==> config.mk <==
export PLATFORM = sky130hd
export DESIGN_NAME = ninjin_m_axi_multi_flat
export DESIGN_NICKNAME = d
export VERILOG_FILES = /design/src/rtl/ninjin_pkg.sv /design/src/rtl/ninjin_m_axi_multi_if.sv /design/src/rtl/ninjin_axi_burst_split.sv /design/src/rtl/ninjin_m_axi_multi.sv /design/src/flat_wrapper.sv
export SDC_FILE = /design/constraint.sdc
export NUM_CORES = 1
export LEC_CHECK = 0
export ABC_AREA = 1
export CORE_ASPECT_RATIO = 0.9
export CORE_UTILIZATION = 30
export CTS_CLUSTER_SIZE = 16
export DETAILED_ROUTE_END_ITERATION = 7
export SYNTH_ARGS = -nofsm -noshare
export SYNTH_HDL_FRONTEND = slang
export SYNTH_SLANG_ARGS = --single-unit
==> constraint.sdc <==
create_clock -name clk -period 6.2 [get_ports clk]
set_input_delay 0.62 -clock clk [delete_from_list [all_inputs] [get_ports clk]]
set_output_delay 0.62 -clock clk [all_outputs]
set_load 0.02 [all_outputs]
==> src/rtl/ninjin_pkg.sv <==
// ninjin_pkg: FSM state encodings, AXI burst/cache constants and clogb2 shared by the ninjin AXI masters
package ninjin_pkg;
   localparam logic [2:0] S_IDLE = 3'd0;
   localparam logic [2:0] S_ADDR = 3'd1;
   localparam logic [2:0] S_DATA = 3'd2;
   localparam logic [2:0] S_RESP = 3'd3;
   localparam logic [2:0] S_DONE = 3'd4;
   localparam logic [1:0] AXI_BURST_INCR = 2'b01;
   localparam logic [3:0] AXI_CACHE_MOD = 4'b0010;
   function automatic int clogb2(input int value);
      int r;
      r = 0;
      while ((1 << r) < value) r = r + 1;
      return r;
   endfunction
endpackage

==> src/rtl/ninjin_m_axi_multi_if.sv <==
// ninjin_m_axi_multi_if: AXI4 AW/W/B/AR/R bus between a ninjin master and the DDR slave
interface ninjin_m_axi_multi_if #(
   parameter int AWIDTH = 32,
   parameter int DWIDTH = 32
);
   logic              awid;
   logic [AWIDTH-1:0] awaddr;
   logic [7:0]        awlen;
   logic [2:0]        awsize;
   logic [1:0]        awburst;
   logic              awlock;
   logic [3:0]        awcache;
   logic [2:0]        awprot;
   logic [3:0]        awqos;
   logic              awuser;
   logic              awvalid;
   logic              awready;
   logic [DWIDTH-1:0] wdata;
   logic [DWIDTH/8-1:0] wstrb;
   logic              wlast;
   logic              wuser;
   logic              wvalid;
   logic              wready;
   logic [1:0]        bresp;
   logic              bvalid;
   logic              bready;
   logic              arid;
   logic [AWIDTH-1:0] araddr;
   logic [7:0]        arlen;
   logic [2:0]        arsize;
   logic [1:0]        arburst;
   logic              arlock;
   logic [3:0]        arcache;
   logic [2:0]        arprot;
   logic [3:0]        arqos;
   logic              aruser;
   logic              arvalid;
   logic              arready;
   logic [DWIDTH-1:0] rdata;
   logic [1:0]        rresp;
   logic              rlast;
   logic              rvalid;
   logic              rready;
   modport master (
      output awid, awaddr, awlen, awsize, awburst, awlock, awcache, awprot, awqos, awuser, awvalid,
      output wdata, wstrb, wlast, wuser, wvalid, bready,
      output arid, araddr, arlen, arsize, arburst, arlock, arcache, arprot, arqos, aruser, arvalid, rready,
      input  awready, wready, bresp, bvalid, arready, rdata, rresp, rlast, rvalid
   );
   modport slave (
      input  awid, awaddr, awlen, awsize, awburst, awlock, awcache, awprot, awqos, awuser, awvalid,
      input  wdata, wstrb, wlast, wuser, wvalid, bready,
      input  arid, araddr, arlen, arsize, arburst, arlock, arcache, arprot, arqos, aruser, arvalid, rready,
      output awready, wready, bresp, bvalid, arready, rdata, rresp, rlast, rvalid
   );
endinterface

==> src/rtl/ninjin_axi_burst_split.sv <==
// ninjin_axi_burst_split: tracks remaining beats and the next burst address, sizing each burst to BURST_MAX
module ninjin_axi_burst_split import ninjin_pkg::*; #(
   parameter int BURST_MAX = 16,
   parameter int DWIDTH    = 32,
   parameter int AWIDTH    = 32,
   parameter int LWIDTH    = 16
) (
   input  logic              clk,
   input  logic              xrst,
   input  logic              load,
   input  logic [AWIDTH-1:0] base,
   input  logic [LWIDTH-1:0] len,
   input  logic              next,
   output logic [AWIDTH-1:0] addr,
   output logic [LWIDTH:0]   blen,
   output logic              last
);
   localparam int SHIFT = clogb2(DWIDTH / 8);
   localparam logic [LWIDTH:0] BMAX = (LWIDTH + 1)'(BURST_MAX);
   logic [LWIDTH:0]   rem_q, rem_d;
   logic [AWIDTH-1:0] addr_q, addr_d;
   assign blen = rem_q > BMAX ? BMAX : rem_q;
   assign last = rem_q <= BMAX;
   assign addr = addr_q;
   // reload on a new request, step past the finished burst on next
   always_comb begin
      rem_d  = load ? {1'b0, len} : next ? rem_q - blen : rem_q;
      addr_d = load ? base : next ? addr_q + (AWIDTH'(blen) << SHIFT) : addr_q;
   end
   // remaining-beat and address registers
   always_ff @(posedge clk or negedge xrst) begin
      if (!xrst) begin
         rem_q  <= '0;
         addr_q <= '0;
      end else begin
         rem_q  <= rem_d;
         addr_q <= addr_d;
      end
   end
endmodule

==> src/rtl/ninjin_m_axi_multi.sv <==
// ninjin_m_axi_multi: multi-burst AXI4 DDR read/write master; define NINJIN_AXI_ERR_EN to report bresp/rresp errors and abort
module ninjin_m_axi_multi import ninjin_pkg::*; #(
   parameter int BURST_MAX = 16,
   parameter int DWIDTH    = 32,
   parameter int AWIDTH    = 32,
   parameter int LWIDTH    = 16
) (
   input  logic              clk,
   input  logic              xrst,
   input  logic              ddr_req,
   input  logic              ddr_mode,
   input  logic [AWIDTH-1:0] ddr_base,
   input  logic [LWIDTH-1:0] ddr_len,
   input  logic [DWIDTH-1:0] ddr_wdata,
   input  logic              ddr_wvalid,
   output logic              ddr_wready,
   output logic [DWIDTH-1:0] ddr_rdata,
   output logic              ddr_rvalid,
   output logic              ddr_busy,
   output logic              ddr_done,
   output logic [1:0]        err,
   ninjin_m_axi_multi_if.master m_axi
);
   localparam logic [2:0] SIZE = 3'(clogb2(DWIDTH / 8));
   logic [2:0]        state_q, state_d;
   logic              mode_q, mode_d;
   logic [LWIDTH:0]   beat_q, beat_d, blen;
   logic [1:0]        err_q, err_d, err_new;
   logic [AWIDTH-1:0] addr;
   logic load, next, last, stop, in_addr, in_wdata, in_rdata;
   logic aw_hs, ar_hs, w_hs, b_hs, r_hs, unused_resp;
   assign load     = state_q == S_IDLE && ddr_req;
   assign in_addr  = state_q == S_ADDR;
   assign in_wdata = state_q == S_DATA && mode_q;
   assign in_rdata = state_q == S_DATA && !mode_q;
   ninjin_axi_burst_split #(.BURST_MAX(BURST_MAX), .DWIDTH(DWIDTH), .AWIDTH(AWIDTH), .LWIDTH(LWIDTH)) u_split (
      .clk(clk), .xrst(xrst), .load(load), .base(ddr_base), .len(ddr_len),
      .next(next), .addr(addr), .blen(blen), .last(last)
   );
   assign m_axi.awid    = 1'b0;
   assign m_axi.awaddr  = addr;
   assign m_axi.awlen   = 8'(blen - 1'b1);
   assign m_axi.awsize  = SIZE;
   assign m_axi.awburst = AXI_BURST_INCR;
   assign m_axi.awlock  = 1'b0;
   assign m_axi.awcache = AXI_CACHE_MOD;
   assign m_axi.awprot  = 3'b000;
   assign m_axi.awqos   = 4'b0000;
   assign m_axi.awuser  = 1'b0;
   assign m_axi.awvalid = in_addr && mode_q;
   assign m_axi.wdata   = ddr_wdata;
   assign m_axi.wstrb   = '1;
   assign m_axi.wlast   = in_wdata && beat_q == blen - 1'b1;
   assign m_axi.wuser   = 1'b0;
   assign m_axi.wvalid  = in_wdata && ddr_wvalid;
   assign m_axi.bready  = state_q == S_RESP;
   assign m_axi.arid    = 1'b0;
   assign m_axi.araddr  = addr;
   assign m_axi.arlen   = 8'(blen - 1'b1);
   assign m_axi.arsize  = SIZE;
   assign m_axi.arburst = AXI_BURST_INCR;
   assign m_axi.arlock  = 1'b0;
   assign m_axi.arcache = AXI_CACHE_MOD;
   assign m_axi.arprot  = 3'b000;
   assign m_axi.arqos   = 4'b0000;
   assign m_axi.aruser  = 1'b0;
   assign m_axi.arvalid = in_addr && !mode_q;
   assign m_axi.rready  = in_rdata;
   assign ddr_wready = in_wdata && m_axi.wready;
   assign ddr_rvalid = m_axi.rvalid && m_axi.rready;
   assign ddr_rdata  = m_axi.rdata;
   assign ddr_busy   = state_q != S_IDLE;
   assign ddr_done   = state_q == S_DONE;
   assign err        = err_q;
   assign aw_hs = m_axi.awvalid && m_axi.awready;
   assign ar_hs = m_axi.arvalid && m_axi.arready;
   assign w_hs  = m_axi.wvalid && m_axi.wready;
   assign b_hs  = m_axi.bvalid && m_axi.bready;
   assign r_hs  = m_axi.rvalid && m_axi.rready;
   assign next  = b_hs || (r_hs && m_axi.rlast);
   assign stop  = last || |err_d;
`ifdef NINJIN_AXI_ERR_EN
   assign err_new     = {b_hs && m_axi.bresp[1], r_hs && m_axi.rresp[1]};
   assign unused_resp = ^{m_axi.bresp[0], m_axi.rresp[0]};
`else
   assign err_new     = 2'b00;
   assign unused_resp = ^{m_axi.bresp, m_axi.rresp};
`endif
   // transfer sequencing: one burst in flight, address -> data -> (write) response -> next or done
   always_comb begin
      state_d = state_q;
      mode_d  = mode_q;
      beat_d  = beat_q;
      err_d   = load ? 2'b00 : err_q | err_new;
      case (state_q)
         S_IDLE: if (ddr_req) begin
            mode_d  = ddr_mode;
            state_d = ddr_len == '0 ? S_DONE : S_ADDR;
         end
         S_ADDR: if (aw_hs || ar_hs) begin
            beat_d  = '0;
            state_d = S_DATA;
         end
         S_DATA: if (w_hs) begin
            beat_d  = beat_q + 1'b1;
            state_d = m_axi.wlast ? S_RESP : S_DATA;
         end else if (r_hs && m_axi.rlast) begin
            state_d = stop ? S_DONE : S_ADDR;
         end
         S_RESP: if (b_hs) state_d = stop ? S_DONE : S_ADDR;
         S_DONE: state_d = S_IDLE;
         default: state_d = S_IDLE;
      endcase
   end
   // state, mode, beat counter and sticky error registers
   always_ff @(posedge clk or negedge xrst) begin
      if (!xrst) begin
         state_q <= S_IDLE;
         mode_q  <= 1'b0;
         beat_q  <= '0;
         err_q   <= 2'b00;
      end else begin
         state_q <= state_d;
         mode_q  <= mode_d;
         beat_q  <= beat_d;
         err_q   <= err_d;
      end
   end
endmodule

==> src/flat_wrapper.sv <==
// flat-port wrapper written by rule: the top's interface ports become plain ports
module ninjin_m_axi_multi_flat import ninjin_pkg::*;
#(
   parameter int BURST_MAX = 16,
   parameter int DWIDTH    = 32,
   parameter int AWIDTH    = 32,
   parameter int LWIDTH    = 16
)
  (clk, xrst, ddr_req, ddr_mode, ddr_base, ddr_len, ddr_wdata, ddr_wvalid, ddr_wready, ddr_rdata, ddr_rvalid, ddr_busy, ddr_done, err, m_axi_awid, m_axi_awaddr, m_axi_awlen, m_axi_awsize, m_axi_awburst, m_axi_awlock, m_axi_awcache, m_axi_awprot, m_axi_awqos, m_axi_awuser, m_axi_awvalid, m_axi_wdata, m_axi_wstrb, m_axi_wlast, m_axi_wuser, m_axi_wvalid, m_axi_bready, m_axi_arid, m_axi_araddr, m_axi_arlen, m_axi_arsize, m_axi_arburst, m_axi_arlock, m_axi_arcache, m_axi_arprot, m_axi_arqos, m_axi_aruser, m_axi_arvalid, m_axi_rready, m_axi_awready, m_axi_wready, m_axi_bresp, m_axi_bvalid, m_axi_arready, m_axi_rdata, m_axi_rresp, m_axi_rlast, m_axi_rvalid);
  ninjin_m_axi_multi_if #(.AWIDTH(AWIDTH), .DWIDTH(DWIDTH)) m_axi_i ();
  input  logic clk;
  input  logic xrst;
  input  logic ddr_req;
  input  logic ddr_mode;
  input  logic [AWIDTH-1:0] ddr_base;
  input  logic [LWIDTH-1:0] ddr_len;
  input  logic [DWIDTH-1:0] ddr_wdata;
  input  logic ddr_wvalid;
  output logic ddr_wready;
  output logic [DWIDTH-1:0] ddr_rdata;
  output logic ddr_rvalid;
  output logic ddr_busy;
  output logic ddr_done;
  output logic [1:0] err;
  output wire logic [$bits(m_axi_i.awid)-1:0] m_axi_awid;
  output wire logic [$bits(m_axi_i.awaddr)-1:0] m_axi_awaddr;
  output wire logic [$bits(m_axi_i.awlen)-1:0] m_axi_awlen;
  output wire logic [$bits(m_axi_i.awsize)-1:0] m_axi_awsize;
  output wire logic [$bits(m_axi_i.awburst)-1:0] m_axi_awburst;
  output wire logic [$bits(m_axi_i.awlock)-1:0] m_axi_awlock;
  output wire logic [$bits(m_axi_i.awcache)-1:0] m_axi_awcache;
  output wire logic [$bits(m_axi_i.awprot)-1:0] m_axi_awprot;
  output wire logic [$bits(m_axi_i.awqos)-1:0] m_axi_awqos;
  output wire logic [$bits(m_axi_i.awuser)-1:0] m_axi_awuser;
  output wire logic [$bits(m_axi_i.awvalid)-1:0] m_axi_awvalid;
  output wire logic [$bits(m_axi_i.wdata)-1:0] m_axi_wdata;
  output wire logic [$bits(m_axi_i.wstrb)-1:0] m_axi_wstrb;
  output wire logic [$bits(m_axi_i.wlast)-1:0] m_axi_wlast;
  output wire logic [$bits(m_axi_i.wuser)-1:0] m_axi_wuser;
  output wire logic [$bits(m_axi_i.wvalid)-1:0] m_axi_wvalid;
  output wire logic [$bits(m_axi_i.bready)-1:0] m_axi_bready;
  output wire logic [$bits(m_axi_i.arid)-1:0] m_axi_arid;
  output wire logic [$bits(m_axi_i.araddr)-1:0] m_axi_araddr;
  output wire logic [$bits(m_axi_i.arlen)-1:0] m_axi_arlen;
  output wire logic [$bits(m_axi_i.arsize)-1:0] m_axi_arsize;
  output wire logic [$bits(m_axi_i.arburst)-1:0] m_axi_arburst;
  output wire logic [$bits(m_axi_i.arlock)-1:0] m_axi_arlock;
  output wire logic [$bits(m_axi_i.arcache)-1:0] m_axi_arcache;
  output wire logic [$bits(m_axi_i.arprot)-1:0] m_axi_arprot;
  output wire logic [$bits(m_axi_i.arqos)-1:0] m_axi_arqos;
  output wire logic [$bits(m_axi_i.aruser)-1:0] m_axi_aruser;
  output wire logic [$bits(m_axi_i.arvalid)-1:0] m_axi_arvalid;
  output wire logic [$bits(m_axi_i.rready)-1:0] m_axi_rready;
  input wire logic [$bits(m_axi_i.awready)-1:0] m_axi_awready;
  input wire logic [$bits(m_axi_i.wready)-1:0] m_axi_wready;
  input wire logic [$bits(m_axi_i.bresp)-1:0] m_axi_bresp;
  input wire logic [$bits(m_axi_i.bvalid)-1:0] m_axi_bvalid;
  input wire logic [$bits(m_axi_i.arready)-1:0] m_axi_arready;
  input wire logic [$bits(m_axi_i.rdata)-1:0] m_axi_rdata;
  input wire logic [$bits(m_axi_i.rresp)-1:0] m_axi_rresp;
  input wire logic [$bits(m_axi_i.rlast)-1:0] m_axi_rlast;
  input wire logic [$bits(m_axi_i.rvalid)-1:0] m_axi_rvalid;
  assign m_axi_awid = m_axi_i.awid;
  assign m_axi_awaddr = m_axi_i.awaddr;
  assign m_axi_awlen = m_axi_i.awlen;
  assign m_axi_awsize = m_axi_i.awsize;
  assign m_axi_awburst = m_axi_i.awburst;
  assign m_axi_awlock = m_axi_i.awlock;
  assign m_axi_awcache = m_axi_i.awcache;
  assign m_axi_awprot = m_axi_i.awprot;
  assign m_axi_awqos = m_axi_i.awqos;
  assign m_axi_awuser = m_axi_i.awuser;
  assign m_axi_awvalid = m_axi_i.awvalid;
  assign m_axi_wdata = m_axi_i.wdata;
  assign m_axi_wstrb = m_axi_i.wstrb;
  assign m_axi_wlast = m_axi_i.wlast;
  assign m_axi_wuser = m_axi_i.wuser;
  assign m_axi_wvalid = m_axi_i.wvalid;
  assign m_axi_bready = m_axi_i.bready;
  assign m_axi_arid = m_axi_i.arid;
  assign m_axi_araddr = m_axi_i.araddr;
  assign m_axi_arlen = m_axi_i.arlen;
  assign m_axi_arsize = m_axi_i.arsize;
  assign m_axi_arburst = m_axi_i.arburst;
  assign m_axi_arlock = m_axi_i.arlock;
  assign m_axi_arcache = m_axi_i.arcache;
  assign m_axi_arprot = m_axi_i.arprot;
  assign m_axi_arqos = m_axi_i.arqos;
  assign m_axi_aruser = m_axi_i.aruser;
  assign m_axi_arvalid = m_axi_i.arvalid;
  assign m_axi_rready = m_axi_i.rready;
  assign m_axi_i.awready = m_axi_awready;
  assign m_axi_i.wready = m_axi_wready;
  assign m_axi_i.bresp = m_axi_bresp;
  assign m_axi_i.bvalid = m_axi_bvalid;
  assign m_axi_i.arready = m_axi_arready;
  assign m_axi_i.rdata = m_axi_rdata;
  assign m_axi_i.rresp = m_axi_rresp;
  assign m_axi_i.rlast = m_axi_rlast;
  assign m_axi_i.rvalid = m_axi_rvalid;
  ninjin_m_axi_multi #(.BURST_MAX(BURST_MAX), .DWIDTH(DWIDTH), .AWIDTH(AWIDTH), .LWIDTH(LWIDTH)) u_core (.clk(clk), .xrst(xrst), .ddr_req(ddr_req), .ddr_mode(ddr_mode), .ddr_base(ddr_base), .ddr_len(ddr_len), .ddr_wdata(ddr_wdata), .ddr_wvalid(ddr_wvalid), .ddr_wready(ddr_wready), .ddr_rdata(ddr_rdata), .ddr_rvalid(ddr_rvalid), .ddr_busy(ddr_busy), .ddr_done(ddr_done), .err(err), .m_axi(m_axi_i));
endmodule
* Yosys cells after proc, flatten, opt, wreduce, memory -nomap -nowiden *
Index checks and enable logic that the tools add are counted.

storage, ports and cells
  register bits after elaboration = 72
  input bits = 127
  output and inout port bits = 199
  word-level logic and storage cells = 67

cells by class
  $add $sub $neg = 4
  magnitude comparators = 2
  equal/unequal tests = 10
  multiplexer cells = 18
  reduce and logical (&&, ||, !) cells = 27

operators with widths
  cell                                                   count
  2-to-1 mux 17 bit                                      5
  2-to-1 mux 32 bit                                      2
  one-hot mux 17 bit (2 select lines)                    1
  adder 32 x 19 -> 32 bit                                1
  2-to-1 mux 3 bit                                       7
  adder 17 x 1 -> 17 bit, second input constant          1
  == test 17 bit                                         1
  > comparator 17 x 5 -> 1 bit, second input constant    1
  <= comparator 17 x 5 -> 1 bit, second input constant   1
  subtractor 17 x 1 -> 17 bit, second input constant     1
  subtractor 17 bit                                      1
  logical NOT 16 bit                                     1
  logical AND 1 bit                                      14
  one-hot mux 3 bit (4 select lines)                     1
  == test 3 x 2 -> 1 bit, second input constant          2
  inequality test 2 bit, second input constant           3
  AND reduction 4 bit                                    1
  nonzero test 2 bit                                     2
  == test 3 x 1 -> 1 bit, second input constant          1
  == test 3 bit, second input constant                   1
  logical NOT 3 bit                                      1
  logical OR 1 bit                                       3
  inequality test 3 x 2 -> 1 bit, second input constant  1
  AND reduction 3 bit                                    1
  7 further kinds                                        7

* Depth between registers and ports, before layout *
Gate-level depths: netlist of the first run.

  depth in word-level cells = 9
  depth in mapped cells = 18
  mapped depth without buffers = 18

* Hierarchy *
A second synthesis of the first run with hierarchy kept.

unflattened totals
  cell total of the unflattened synthesis = 1052
  area total of the unflattened synthesis = 7204.4 sq um

by module, submodules not included
  module                  instances  cells each  area an instance (sq um)  seq. area each (sq um)
  ninjin_axi_burst_split  1          580         3972.6                    1226.2
  ninjin_m_axi_multi      1          472         3231.8                    575.6

* Least setup slack after synthesis of the first run *
No wires, ideal clock.

  kind = register to output
  start = register u_core.u_split.rem_q[5]
  end = output m_axi_wlast
  arrival time = 2.736 ns
  required time = 5.580 ns
  slack = 2.844 ns
  stages on the path, launching flop included = 16
  path buffers = 0
  cells stage by stage = dfrtp_1 > nor2_4 > nand3_4 > inv_2 > nand2_4 > nor2_4 > inv_1 > ha_1 > inv_1 > xor2_1 > o21ai_1 > a21oi_1 > nand4_1 > nor2_1 > nand2_1 > nor2_1

on the way
  cells in the longest elaborated chain, start to end = 5

ends and longest elaborated chain
  what                          RTL line                      source
  from (decl)                   ninjin_axi_burst_split.sv:20  logic [LWIDTH:0] rem_q, rem_d;
  from (signal assigned)        ninjin_axi_burst_split.sv:36  rem_q <= rem_d;
  > comparator 17 x 5 -> 1 bit  ninjin_axi_burst_split.sv:22  assign blen = rem_q > BMAX ? BMAX : rem_q;
  2-to-1 mux 17 bit             ninjin_axi_burst_split.sv:22
  subtractor 17 x 1 -> 17 bit   --
  named net m_axi_arlen[0]      flat_wrapper.sv:44            output wire logic [$bits(m_axi_i.arlen)-1:0] m_axi_arlen;
  == test 17 bit                ninjin_m_axi_multi.sv:53      assign m_axi.wlast = in_wdata && beat_q == blen - 1'b1;
  logical AND 1 bit             ninjin_m_axi_multi.sv:53
  to (decl)                     flat_wrapper.sv:38            output wire logic [$bits(m_axi_i.wlast)-1:0] m_axi_wlast;

The timed path passes the listed nets, and every way through them passes these cells.

* Worst setup path after layout of the first run *
  start = register u_core.u_split.rem_q[5]
  end = output m_axi_wlast

on the way
  cells in the longest elaborated chain, start to end = 5

ends and longest elaborated chain
  what                           RTL line
  > comparator 17 x 5 -> 1 bit   ninjin_axi_burst_split.sv:22
  2-to-1 mux 17 bit *            ninjin_axi_burst_split.sv:22
  subtractor 17 x 1 -> 17 bit *  --
  == test 17 bit *               ninjin_m_axi_multi.sv:53
  logical AND 1 bit *            ninjin_m_axi_multi.sv:53

Mark *: on every way between the ends. The rest lies on a longest branch, timed or not.

==> flow_summary.ini, run 1 <==
[outcome]
status = complete, no violations

[clock_tree]
cts-root-buf = clkbuf_16
clock-sinks = 72
post_cts_buffers = 0
cts_resized = 0
cts_buffer_depth = 2
hold_buffers = 0
cts_max_level = 3
clock_latency_ns = 0.35
cts_inserted_buffers = 9
cts_tree = built
clk_pin_slew_ns = 0.07

[setup_path]
worst_ep_required_time_ns = 5.58
path_class = reg2out
cp-start-kind = flip-flop
cp.arrival_ns = 3.76
endpoint_kind = output port
crit_fanout = 7

[synth]
ys_seq_area_share_pct = 25.6
ys_types = 56
yosysWarnings = 0
synthesis.area_mm2 = 0.00705
async_flop_share_pct = 100
yosys-top-cells-area = dfrtp_1, buf_4, nand2_1
synth_top_area_cell = dfrtp_1
ys_ff_latch = 72
avgSynthCellArea_um2 = 7.08
synthCells = 995
synth_edf_count = 0
synth_ff_type = dfrtp_1
synth_top_area_share_pct = 25.6

[die]
pin_count = 326
die_height_um = 147
die_area_mm2 = 0.0241
rows = 52
initial_core_util_pct = 31.0
die_w_um = 164
core_area_mm2 = 0.0228

[final_layout]
n_antenna_cell = 0
final_util_pct = 36.2
drive_above_1_share_pct = 8.66
nets = 1194
syn2layout_area_growth_pct = 16.9

[global_route]
antenna_found_initial = 0
grt_pass1_wl_um = 30100
grt_usage_pct = 15.8
overflow = 0
grt_pass1_vias = 5839
grt_max_degree = 73

[pwr]
vdd_drop_max_v = 0.000188
powerDensity_mw_per_mm2 = 448
power.leakage_uw = 0.00394

[timing]
finalCritPeriodShare_pct = 70.6
max_slew_margin_pct = 32.3
setup_tns_ns = 0
fmax_mhz = 228
fin_crit_ns = 4.38
drv_slew = 0
fin_skew_ns = 0.0122
rsz0062_at_grt = false
setup_viol = 0
worst_slew_pin_slew_ns = 1.02
final_hold_viol_count = 0

[detailed_routing]
routed_wl_um = 18600
num_vias = 6238
drt_iter0_drc = 314
drc = 0
ant_nets = 0
wl_per_cell_um = 13.8
vias_per_cell = 4.63
dr.pass1.iters = 5

[place]
hpwlAfterDp_um = 14200
place_congestion = 0.860
port_buffers = 150

[hold_path]
hold_class = in2async

[run]
maxCapViolCount = 0
cell usage after synthesis, types with 3 or more instances:
cell and n:
dfrtp_1 72, xnor2_1 6, and2_1 4, inv_2 11
a31oi_1 5, nor3_2 4, o21ai_1 13, xor2_1 15
buf_1 3, o211ai_1 8, o22ai_1 7, nand3_2 3
o21bai_1 6, nand4_1 17, o221ai_1 6, nor3_1 12
or2_2 3, a21oi_1 68, clkbuf_1 7, nor2_1 91
ha_1 20, inv_1 98, nand2_2 6, o21a_1 3
nand2_1 194, o21ai_0 39, nor4_1 5, buf_2 9
nor2_4 12, nand3_1 50, buf_4 148, nand2_4 11
nor3b_1 3, nor2_2 7
kinds of logic (layout without fill, tap and decap cells):
group	count (synthesis)	in the layout	share of synthesized area, %
AND/OR/NAND/NOR	433	433	30.7
buffers and inverters	278	280	23.0
AO/OA/AOI/OAI	166	166	13.7
flip-flops	72	72	25.6
XOR/XNOR	23	23	3.16
adder cells (fa/ha/maj)	21	21	3.83
other	2	56	0.107
cells in the final DEF, fill, tap and decap left out, types with 3 or more instances in the layout:
master           synthesis  final
nor2_2                   7      6
o21ai_0                 39     39
buf_4                  148      5
clkbuf_16                0      9
o21bai_1                 6      6
nor2_4                  12     13
xor2_1                  15     15
clkdlybuf4s50_1          0    149
nand4_1                 17     17
o22ai_1                  7      7
o221ai_1                 6      6
nand2_4                 11     11
inv_1                   98     98
conb_1                   2     56
nor2_1                  91     91
and2_1                   4      4
nand2_1                194    194
inv_2                   11     11
o211ai_1                 8      8
nor3_1                  12     12
o21ai_1                 13     13
nand2_2                  6      6
dfrtp_1                 72     72
a21oi_1                 68     68
a31oi_1                  5      5
nor4_1                   5      5
or2_2                    3      3
nand3_1                 50     50
xnor2_1                  6      6
ha_1                    20     20
nor3b_1                  3      3
nor3_2                   4      4
nand3_2                  3      3
o21a_1                   3      3
report_power, final:
group | total [uW] | switching [uW] | internal [uW] | leakage, uW
clock | 533 | 221 | 312 | 0.000143
sequential | 860 | 224 | 636 | 0.000924
combinational | 2300 | 1390 | 909 | 0.00287
metrics by stage:
stage	instance area, um2	hold slack, ns	setup slack [ns]	power (uW)	instances
floorplan	7250	0.324	2.84	2590	1049
finish	8240	0.441	1.82	3690	1348
global route	8240	0.541	1.52	4010	1348
detailed placement	7950	0.498	2.15	3160	1332
global placement	7950	0.476	2.18	3130	1332
CTS	8240	0.488	1.76	3710	1348
routing by layer:
metal / vias up / GRT usage, % / share of wire [%]
met3: 16 / 2.72 / 5.8
met2: 206 / 23.2 / 43
met5: - / 0 / 0
met4: 0 / 4.72 / 1.2
met1: 2858 / 23.3 / 50
li1: 3158 / - / -
sequential cells by signal (all words and copies together), names as in the netlist:
name,count
u_core.mode_q,1
u_core.u_split.addr,32
u_core.err,2
u_core.state_q,3
u_core.beat_q,17
u_core.u_split.rem_q,17
critical path, cell delays in order (launching register included):
cell             delay (ns)
dfrtp_1                0.46
nor2_4                 0.22
nand2_2                0.10
nor2_4                 0.15
nand3_4                0.15
nor2_1                 0.20
inv_1                  0.11
ha_1                   0.25
inv_1                  0.15
xor2_1                 0.34
o21ai_1                0.09
a21oi_1                0.12
nand4_1                0.09
nor2_1                 0.10
nand2_1                0.06
nor2_1                 0.17
clkdlybuf4s50_1        0.64
path summary, 6_finish.rpt:
check,start,end,slack [ns],cells after the start
worst max-delay path,u_core.u_split.rem_q[5]$_DFFE_PN0P_,m_axi_wlast,1.82,16
worst min-delay path,xrst,u_core.u_split.addr[14]$_DFFE_PN0P_,0.44,1
worst max register to register,u_core.u_split.rem_q[5]$_DFFE_PN0P_,u_core.u_split.addr[16]$_DFFE_PN0P_,2.79,14
worst min register to register,u_core.u_split.addr[1]$_DFFE_PN0P_,u_core.u_split.addr[1]$_DFFE_PN0P_,0.51,2
max in group asynchronous,xrst,u_core.state_q[0]$_DFFE_PN0P_,5.10,1
min in group clk,u_core.u_split.addr[1]$_DFFE_PN0P_,u_core.u_split.addr[1]$_DFFE_PN0P_,0.51,2
cell type report:
cell class                      instances  area [um2]
Inverter                              110         415
Multi-Input combinational cell        699        3830
Clock buffer                           11         233
Fill cell                            2448       14500
Tap cell                              297         372
Sequential cell                        72        1800
Timing Repair Buffer                  154        1530
Clock inverter                          5        57.6
(Power assumes the default switching activity.)
==> run 2, diff against run 1 <==
==> constraint.sdc (replaced) <==
create_clock -name clk -period 3.7 [get_ports clk]
set_input_delay 0.37 -clock clk [delete_from_list [all_inputs] [get_ports clk]]
set_output_delay 0.37 -clock clk [all_outputs]
set_load 0.02 [all_outputs]
==> run 2 against run 1 <==
- wire length is 1.7% higher
- register-to-register slack worse by 2.3 ns
- core utilization is 0.53 points higher
- cell area is 1.5% higher
- clock-buffer cell count is 1 higher
- sequential share of layout area is 0.30 points lower
- largest power group unchanged
==> flow_summary.ini, run 2 (synthesis results as in run 1) <==
[pwr]
p_int_uw = 3260
power.leakage_uw = 0.00400
power.share.switching_pct = 48.8
clkPwrFrac_pct = 15.8
report.power.total_uw = 6360
vdd_drop_max_v = 0.000398
p_switching_uw = 3100
powerDensity_mw_per_mm2 = 761
seqPwrFrac_pct = 22.5
combPwrFrac_pct = 61.7

[die]
core_area_mm2 = 0.0228
rows = 52
initial_core_util_pct = 31.0
die_height_um = 147
die_area_mm2 = 0.0241
die_w_um = 164
pin_count = 326

[setup_path]
endpoint_kind = output port
worst_ep_required_time_ns = 3.33
cp.arrival_ns = 2.96
path_class = reg2out
cp-start-kind = flip-flop
crit_fanout = 11

[global_route]
antenna_found_initial = 0
grt_pass1_wl_um = 30300
grt_usage_pct = 15.9
grt_max_degree = 62
overflow = 0
grt_pass1_vias = 5838

[timing]
worst_slew_pin_slew_ns = 0.850
fin_crit_ns = 3.33
rsz0062_at_grt = false
fmax_mhz = 300
drv_slew = 0
final_hold_viol_count = 0
setup_slack_ns = 0.369
max_slew_margin_pct = 43.3
setup_tns_ns = 0
setup_viol = 0
finalCritPeriodShare_pct = 90.0
fin_skew_ns = 0.0107

[detailed_routing]
vias_per_cell = 4.65
wl_per_cell_um = 14.0
ant_nets = 0
routed_wl_um = 18900
drc = 0
dr.pass1.iters = 5
drt_iter0_drc = 392
num_vias = 6307

[final_layout]
final_util_pct = 36.7
largest_reg_flops = 32
multi_input_area_mm2 = 0.00385
layout_common_cells = nand2_1, clkdlybuf4s50_1, inv_1
design_area_mm2 = 0.00836
final_common_cell = nand2_1
fillers = 2437
syn2layout_area_growth_pct = 18.6
nets = 1203
n_antenna_cell = 0
drive_above_1_share_pct = 10.0
seqCellArea_mm2 = 0.00180

[place]
dpl_worst_slack_ns = 0.125
hpwlAfterDp_um = 14600
place_area_mm2 = 0.00801
place_congestion = 0.874
port_buffers = 150

[clock_tree]
hold_buffers = 0
cts_inserted_buffers = 9
clock-sinks = 72
cts_max_level = 3
cts_buffer_depth = 2
clock_latency_ns = 0.35
cts_tree = built
cts-root-buf = clkbuf_16
clk_pin_slew_ns = 0.07

[outcome]
status = complete, no violations

[run]
maxCapViolCount = 0

[hold_path]
hold_class = in2async
-- run 2: what timing repair did --
| action | 4_1_cts | 5_1_grt |
|---|---|---|
| resized for setup | 1 | 7 |
| cloned | 0 | 0 |
| pin swaps | 0 | 1 |
| buffers inserted | 0 | 1 |
| setup endpoints to repair | 1 | 1 |
-- run 2: final timing paths --
check	slack [ns]	cells after the start	from	to
worst max-delay path	0.37	16	u_core.u_split.rem_q[4]$_DFFE_PN0P_	m_axi_wlast
worst min-delay path	0.12	1	xrst	u_core.beat_q[4]$_DFFE_PN0P_
worst max register to register	0.48	15	u_core.u_split.rem_q[6]$_DFFE_PN0P_	u_core.u_split.addr[16]$_DFFE_PN0P_
worst min register to register	0.49	2	u_core.err[0]$_DFF_PN0_	u_core.err[0]$_DFF_PN0_
max in group asynchronous	2.89	2	xrst	u_core.beat_q[12]$_DFFE_PN0P_
min in group clk	0.49	2	u_core.err[0]$_DFF_PN0_	u_core.err[0]$_DFF_PN0_
-- run 2: layer usage --
layer | global-route usage [%] | share of wire (%) | vias to the layer above
met2 | 24.5 | 44 | 190
met3 | 3.14 | 5.3 | 16
met5 | 0 | 0 | -
met4 | 4.81 | 1.4 | 0
met1 | 22.3 | 49 | 2933
li1 | - | - | 3168
-- run 2: final cells by class --
| class | instances | share of cell area, % |
|---|---|---|
| multi-input cells | 699 | 46.0 |
| flip-flops and latches | 72 | 21.6 |
| repair buffers | 163 | 19.0 |
| inverters | 110 | 4.97 |
| well taps | 297 | 4.44 |
| clock buffers | 12 | 3.07 |
| clock inverters | 4 | 0.913 |
-- run 2: through the flow --
step / hold WS, ns / instances
final: 0.123 / 1357
after global routing: 0.218 / 1357
after CTS: 0.175 / 1356
after detailed placement: 0.478 / 1340
after global placement: 0.473 / 1340
after floorplan: 0.0744 / 1049
-- run 2: critical path, stage by stage, from the launching register on --
cell and delay, ns:
dfrtp_1 0.46, inv_1 0.12, nand3_4 0.13, inv_2 0.06, nand2_4 0.13, nor2_4 0.05
inv_1 0.10, ha_1 0.26, nand4_2 0.30, inv_1 0.24, nand3_1 0.09, nand2_1 0.06
o21ai_0 0.09, nor2_1 0.11, nand2_1 0.06, nor2_2 0.14, clkbuf_2 0.19
-- run 2: power groups by stage --
stage | registers, uW | logic, uW | clock network [uW]
finish | 1430 | 3930 | 1000
global route | 1490 | 4350 | 1060
CTS | 1440 | 3920 | 1030
detailed placement | 1450 | 3890 | 0
global placement | 1440 | 3870 | 0
floorplan | 1550 | 2790 | 0
==> run 3, diff against run 2 <==
--- a/config.mk
+++ b/config.mk
@@ -5,11 +5,12 @@
 export SDC_FILE = /design/constraint.sdc
 export NUM_CORES = 1
 export LEC_CHECK = 0
-export ABC_AREA = 1
 export CORE_ASPECT_RATIO = 0.9
+export CORE_MARGIN = 2
 export CORE_UTILIZATION = 30
 export CTS_CLUSTER_SIZE = 16
 export DETAILED_ROUTE_END_ITERATION = 7
+export PLACE_DENSITY = 0.67
 export SYNTH_ARGS = -nofsm -noshare
 export SYNTH_HDL_FRONTEND = slang
 export SYNTH_SLANG_ARGS = --single-unit
==> run 3 against run 2 <==
- worst hold slack improved by 0.022 ns
- worst setup slack got worse by 0.20 ns
- clock-buffer cell count is 2 lower
- sequential power about the same
- power down 13%
- critical path depth down 3
- fmax down 5.6%
- sequential share of layout area up 2.5 points
- core utilization up 0.84 points
- global-route usage shrank 0.97 points
- cell area decreased by 11%
- area after synthesis shrank 14%
- critical path type is now reg2reg
- highest routed layer unchanged
==> flow_summary.ini, run 3 <==
[run]
maxCapViolCount = 0

[setup_path]
cp_top_family = simple AND/OR/NAND/NOR gates
cpPeakStageDelay_ns = 0.56
worst_ep_required_time_ns = 3.91
path_class = reg2reg
cp.arrival_ns = 3.74
endpoint_kind = flip-flop
path_cells = or4_4 > nor4_4 > buf_6 > and2_4 > ha_1 > o21ai_1 > o21bai_1 > and3_1 > buf_4 > o211ai_4 > a2111oi_1 > xnor2_1 > o21ai_1
crit_top_cell = o21ai_1
cp_slowest_cell = or4_4
reg2reg_to = u_core.u_split.addr[27]$_DFFE_PN0P_
crit_fanout = 11
crit_buf_inv = 2
r2r_slack_ns = 0.17
reg2reg_depth = 13
cp-start-kind = flip-flop
reg2reg_from = u_core.u_split.rem_q[7]$_DFFE_PN0P_

[place]
port_buffers = 150
dpl_worst_slack_ns = -0.0681
place_congestion = 0.829
hpwlAfterDp_um = 11900

[timing]
setup_viol = 0
setup_tns_ns = 0
worst_slew_pin_slew_ns = 1.00
drv_slew = 0
fin_crit_ns = 3.53
max_slew_margin_pct = 33.2
fin_skew_ns = 0.00948
final_hold_viol_count = 0
fmax_mhz = 283
setup_slack_ns = 0.172
finalCritPeriodShare_pct = 95.4

[pwr]
vdd_drop_max_v = 0.000274
powerDensity_mw_per_mm2 = 736
p_int_uw = 3100
power.leakage_uw = 0.00311
p_switching_uw = 2410
power.share.switching_pct = 43.7
clkPwrFrac_pct = 17.2
combPwrFrac_pct = 57.1
seqPwrFrac_pct = 25.7

[clock_tree]
cts-root-buf = clkbuf_16
post_cts_buffers = 0
clock-sinks = 72
cts_tree = built
cts_max_level = 3
cts_inserted_buffers = 9
cts_buffer_depth = 2
clk_pin_slew_ns = 0.06
clock_latency_ns = 0.35

[global_route]
grt_pass1_wl_um = 25500
antenna_found_initial = 0
grt_usage_pct = 14.9
grt_max_degree = 73
grt_pass1_vias = 4811
overflow = 0

[final_layout]
final_common_cell = clkdlybuf4s50_1
nets = 958
fillers = 2032
n_antenna_cell = 0
layout_common_cells = clkdlybuf4s50_1, nand2_1, dfrtp_1
syn2layout_area_growth_pct = 23.3
largest_reg_flops = 32
drive_above_1_share_pct = 10.7

[detailed_routing]
drt_iter0_drc = 235
ant_nets = 0
vias_per_cell = 4.74
dr.pass1.iters = 5
drc = 0
num_vias = 5070
routed_wl_um = 16000
wl_per_cell_um = 14.9

[die]
pin_count = 326
die_area_mm2 = 0.0214
initial_core_util_pct = 30.5
rows = 49
die_w_um = 154
core_area_mm2 = 0.0199
die_height_um = 139

[hold_path]
hold_class = in2async

[synth]
synthesis.area_mm2 = 0.00607
ys_ff_latch = 72
yosys-top-cells-area = dfrtp_1, buf_4, nand2_1
synthCells = 741
synth_edf_count = 0
yosysWarnings = 0
synth_top_area_share_pct = 29.7
synth_ff_type = dfrtp_1
ys_types = 76
yosysMostFrequentCell = buf_4
async_flop_share_pct = 100
yosys-top-cells-count = buf_4, nand2_1, dfrtp_1, nor2_1, o21ai_0
ys_seq_area_share_pct = 29.7
avgSynthCellArea_um2 = 8.19
synth_top_area_cell = dfrtp_1

[outcome]
status = complete, no violations
-- run 3: changes by cell type after synthesis, moves of 22 or more --
cell / previous run / this run
nand2_1: 194 / 91
xnor2_1: 6 / 28
nand3_1: 50 / 13
inv_1: 98 / 15
nor2_1: 91 / 58
a21oi_1: 68 / 38
-- run 3: final cells by class --
type / count / area [um2] / area share (%)
repair buffers: 176 / 1710 / 22.8
inverters: 15 / 56.3 / 0.752
flip-flops and latches: 72 / 1800 / 24.1
multi-input cells: 536 / 3290 / 44.0
clock inverters: 5 / 82.6 / 1.10
well taps: 255 / 319 / 4.26
clock buffers: 10 / 229 / 3.06
-- run 3: stage by stage --
stage	cells	util [%]	cell area (um2)	total power [uW]	hold slack [ns]
global placement	1054	35.5	7080	4470	0.472
detailed placement	1054	35.5	7080	4500	0.471
global route	1069	37.6	7480	5920	0.268
floorplan	795	-	6270	3610	0.0744
finish	1069	37.6	7480	5500	0.145
CTS	1069	37.2	7410	5510	0.227
-- run 3: worst max path at each step --
| stage | start | end | slack (ns) | cells past startpoint |
|---|---|---|---|---|
| global placement | u_core.u_split.rem_q[16]$_DFFE_PN0P_ | u_core.u_split.addr[24]$_DFFE_PN0P_ | -0.07 | 15 |
| detailed placement | u_core.u_split.rem_q[16]$_DFFE_PN0P_ | u_core.u_split.addr[30]$_DFFE_PN0P_ | -0.07 | 15 |
| floorplan | u_core.u_split.rem_q[16]$_DFFE_PN0P_ | u_core.u_split.addr[26]$_DFFE_PN0P_ | 0.07 | 15 |
| global route | u_core.u_split.rem_q[5]$_DFFE_PN0P_ | u_core.u_split.addr[30]$_DFFE_PN0P_ | -0.04 | 15 |
| CTS | u_core.u_split.rem_q[16]$_DFFE_PN0P_ | m_axi_wlast | 0.008 | 10 |
| finish | u_core.u_split.rem_q[7]$_DFFE_PN0P_ | u_core.u_split.addr[27]$_DFFE_PN0P_ | 0.17 | 13 |
-- run 3: what timing repair did --
action	4_1_cts	5_1_grt
resized for setup	6	18
setup endpoints to repair	6	14
hold buffers	0	0
pin swaps	2	6
-- run 3: power by group through the flow --
| stage | sequential, uW | clock (uW) | combinational, uW |
|---|---|---|---|
| global route | 1470 | 1010 | 3440 |
| detailed placement | 1430 | 0 | 3070 |
| finish | 1410 | 948 | 3140 |
| CTS | 1420 | 981 | 3100 |
| floorplan | 1540 | 0 | 2080 |
| global placement | 1420 | 0 | 3040 |
-- run 3: cell families (layout without fill, tap and decap cells) --
logic type	Yosys count	count (layout)	share of synthesized area [%]
and+or+nand+nor	254	254	21.2
buffers and inverters	187	206	21.0
AOI/OAI and AO/OA	154	154	15.8
DFF	72	72	29.7
xor gates and xnor gates	43	43	6.33
adders and majority gates	21	21	4.45
muxes	8	8	1.40
other	2	56	0.124
-- run 3: metal layers --
layer	up-vias	part of all wire, %	global-route usage [%]	wire (um)
met5	-	0	0	0
met4	0	2.0	5.71	318
met3	26	6.6	3.34	1060
met2	174	46	23.7	7310
met1	2377	46	19.9	7280
li1	2493	-	-	-
==> RTL change (flow settings as in run 2) <==
Register the output `err` once more, cleared by the reset; this adds one clock of latency there. The other outputs are not delayed to match.
--- a/src/rtl/ninjin_m_axi_multi.sv
+++ b/src/rtl/ninjin_m_axi_multi.sv
@@ -71,7 +71,13 @@
    assign ddr_rdata  = m_axi.rdata;
    assign ddr_busy   = state_q != S_IDLE;
    assign ddr_done   = state_q == S_DONE;
-   assign err        = err_q;
+   always_ff @(posedge clk or negedge xrst) begin
+      if (!xrst) begin
+         err <= '0;
+      end else begin
+         err <= err_q;
+      end
+   end
    assign aw_hs = m_axi.awvalid && m_axi.awready;
    assign ar_hs = m_axi.arvalid && m_axi.arready;
    assign w_hs  = m_axi.wvalid && m_axi.wready;
Behaviour: no difference found for any inputs over 4 cycles, from zero or initial values and one cycle with xrst low; that may be too few to reach the edited logic, so the function may still have changed.
==> RTL change against run 2 <==
  * Count of clock-buffer cells in the layout is the same
  * Highest routed layer unchanged
  * Clock power shrank 19%
  * Cell area shrank 2.2%
  * Core utilization shrank 0.39 points
  * Sequential cell count grew 2
  * Setup slack lost 0.091 ns
  * Combinational power shrank 5.1%
  * Routed wire length shrank 1.7%
  * Register-to-register slack is essentially flat
  * Area after synthesis shrank 2.1%
  * Total power shrank 4.9%
  * Die area shrank 2.1%
==> RTL change: results (changes against run 2) <==
<table>
<tr><th>Metric</th><th>Value</th></tr>
<tr><th colspan="2">Timing</th></tr>
<tr><td>Final worst clock skew</td><td>0.009305 ns (-0.001402 ns)</td></tr>
<tr><td>Time the worst path needs with I/O delays and setup</td><td>3.422 ns (+0.09111 ns)</td></tr>
<tr><td>Slew Limit Headroom</td><td>42.37% (-0.98 points)</td></tr>
<tr><td>Worst hold slack</td><td>0.08760 ns (-0.03571 ns)</td></tr>
<tr><th colspan="2">Detailed routing</th></tr>
<tr><td>Number of vias in the routed layout</td><td>6,331 (+0.38%)</td></tr>
<tr><td>WL/cell</td><td>13.71 um (-1.7%)</td></tr>
<tr><th colspan="2">Yosys</th></tr>
<tr><td>Sequential area share after synthesis</td><td>26.85% (+1.3 points)</td></tr>
<tr><td>Cells after synthesis</td><td>999 (+0.40%)</td></tr>
<tr><td>Synthesis-stage register bit count</td><td>74 (+2.8%)</td></tr>
<tr><td>Netlist cell types</td><td>52 (-7.1%)</td></tr>
<tr><td>XOR/XNOR Fraction of Synth Area</td><td>3.301% (+0.14 points)</td></tr>
<tr><td>Synth Area in Adders</td><td>3.918% (+0.083 points)</td></tr>
<tr><th colspan="2">Worst setup path</th></tr>
<tr><td>Data arrival time at the worst-slack endpoint</td><td>3.05 ns (+0.09 ns)</td></tr>
<tr><td>CP Launch Point</td><td>u_core.u_split.rem_q[14]</td></tr>
<tr><td>Endpoint of the worst-slack reg-to-reg timing path</td><td>u_core.u_split.addr[30]</td></tr>
<tr><th colspan="2">Global routing</th></tr>
<tr><td>Total Routing Usage GR</td><td>15.88% (-0.018 points)</td></tr>
<tr><td>Largest net degree at the start of global routing</td><td>54 (-13%)</td></tr>
<tr><td>Vias in the first global route</td><td>5,868 (+0.51%)</td></tr>
<tr><td>Wire length of the first global-routing pass</td><td>29,990 um (-1.0%)</td></tr>
<tr><th colspan="2">Final layout</th></tr>
<tr><td>Fraction of area in clock buffers and inverters</td><td>3.105% (-0.87 points)</td></tr>
<tr><td>Non-CTS inverters</td><td>106 (-3.6%)</td></tr>
<tr><td>Number of fillers in the final layout</td><td>2,433 (-0.16%)</td></tr>
<tr><td>Share of the final layout cell area in sequential cells</td><td>22.67% (+1.1 points)</td></tr>
<tr><td>Fraction of the core area covered by cells at the end of the flow</td><td>36.33% (-0.39 points)</td></tr>
<tr><th colspan="2">Power and ir drop</th></tr>
<tr><td>P_int</td><td>3.076 mW (-5.6%)</td></tr>
<tr><td>Leakage</td><td>3.746 nW (-6.4%)</td></tr>
<tr><th colspan="2">Status</th></tr>
<tr><td>Run status</td><td>completed</td></tr>
<tr><th colspan="2">Placement</th></tr>
<tr><td>Dpl hpwl</td><td>14,540 um (-0.44%)</td></tr>
</table>
## RTL change: changes by cell type in the layout (fill, tap and decap cells not counted), moves of 8 or more
cell	before	now
nand2_4	11	0
nand2_1	194	182
inv_2	11	3
a21oi_1	67	55
o21ai_0	39	58
o21ai_1	13	4
nor2_1	89	103
## RTL change: worst register-to-register path, delay by kind of cell (launching register included)
| kind | cells | cell delay [ns] |
|---|---|---|
| AO/OA/AOI/OAI | 3 | 0.76 |
| adder cells (fa/ha/maj) | 2 | 0.59 |
| buffers and inverters | 1 | 0.06 |
| flip-flops | 1 | 0.42 |
| AND/OR/NAND/NOR | 10 | 1.23 |
## RTL change: repair_timing
action                                  in CTS  in global routing
buffers inserted                             0                  2
hold buffers                                 0                  0
endpoints found under the setup margin       0                  3
gates resized for setup                      0                 13
endpoints found under the hold margin        0                  0
## RTL change: metal layers
layer,up-vias,wire length [um],GRT usage (%)
met4,0,199,4.151
li1,3188,-,-
met1,2919,9221,22.43
met2,205,8161,24.36
met5,-,0,0
met3,19,1034,3.334
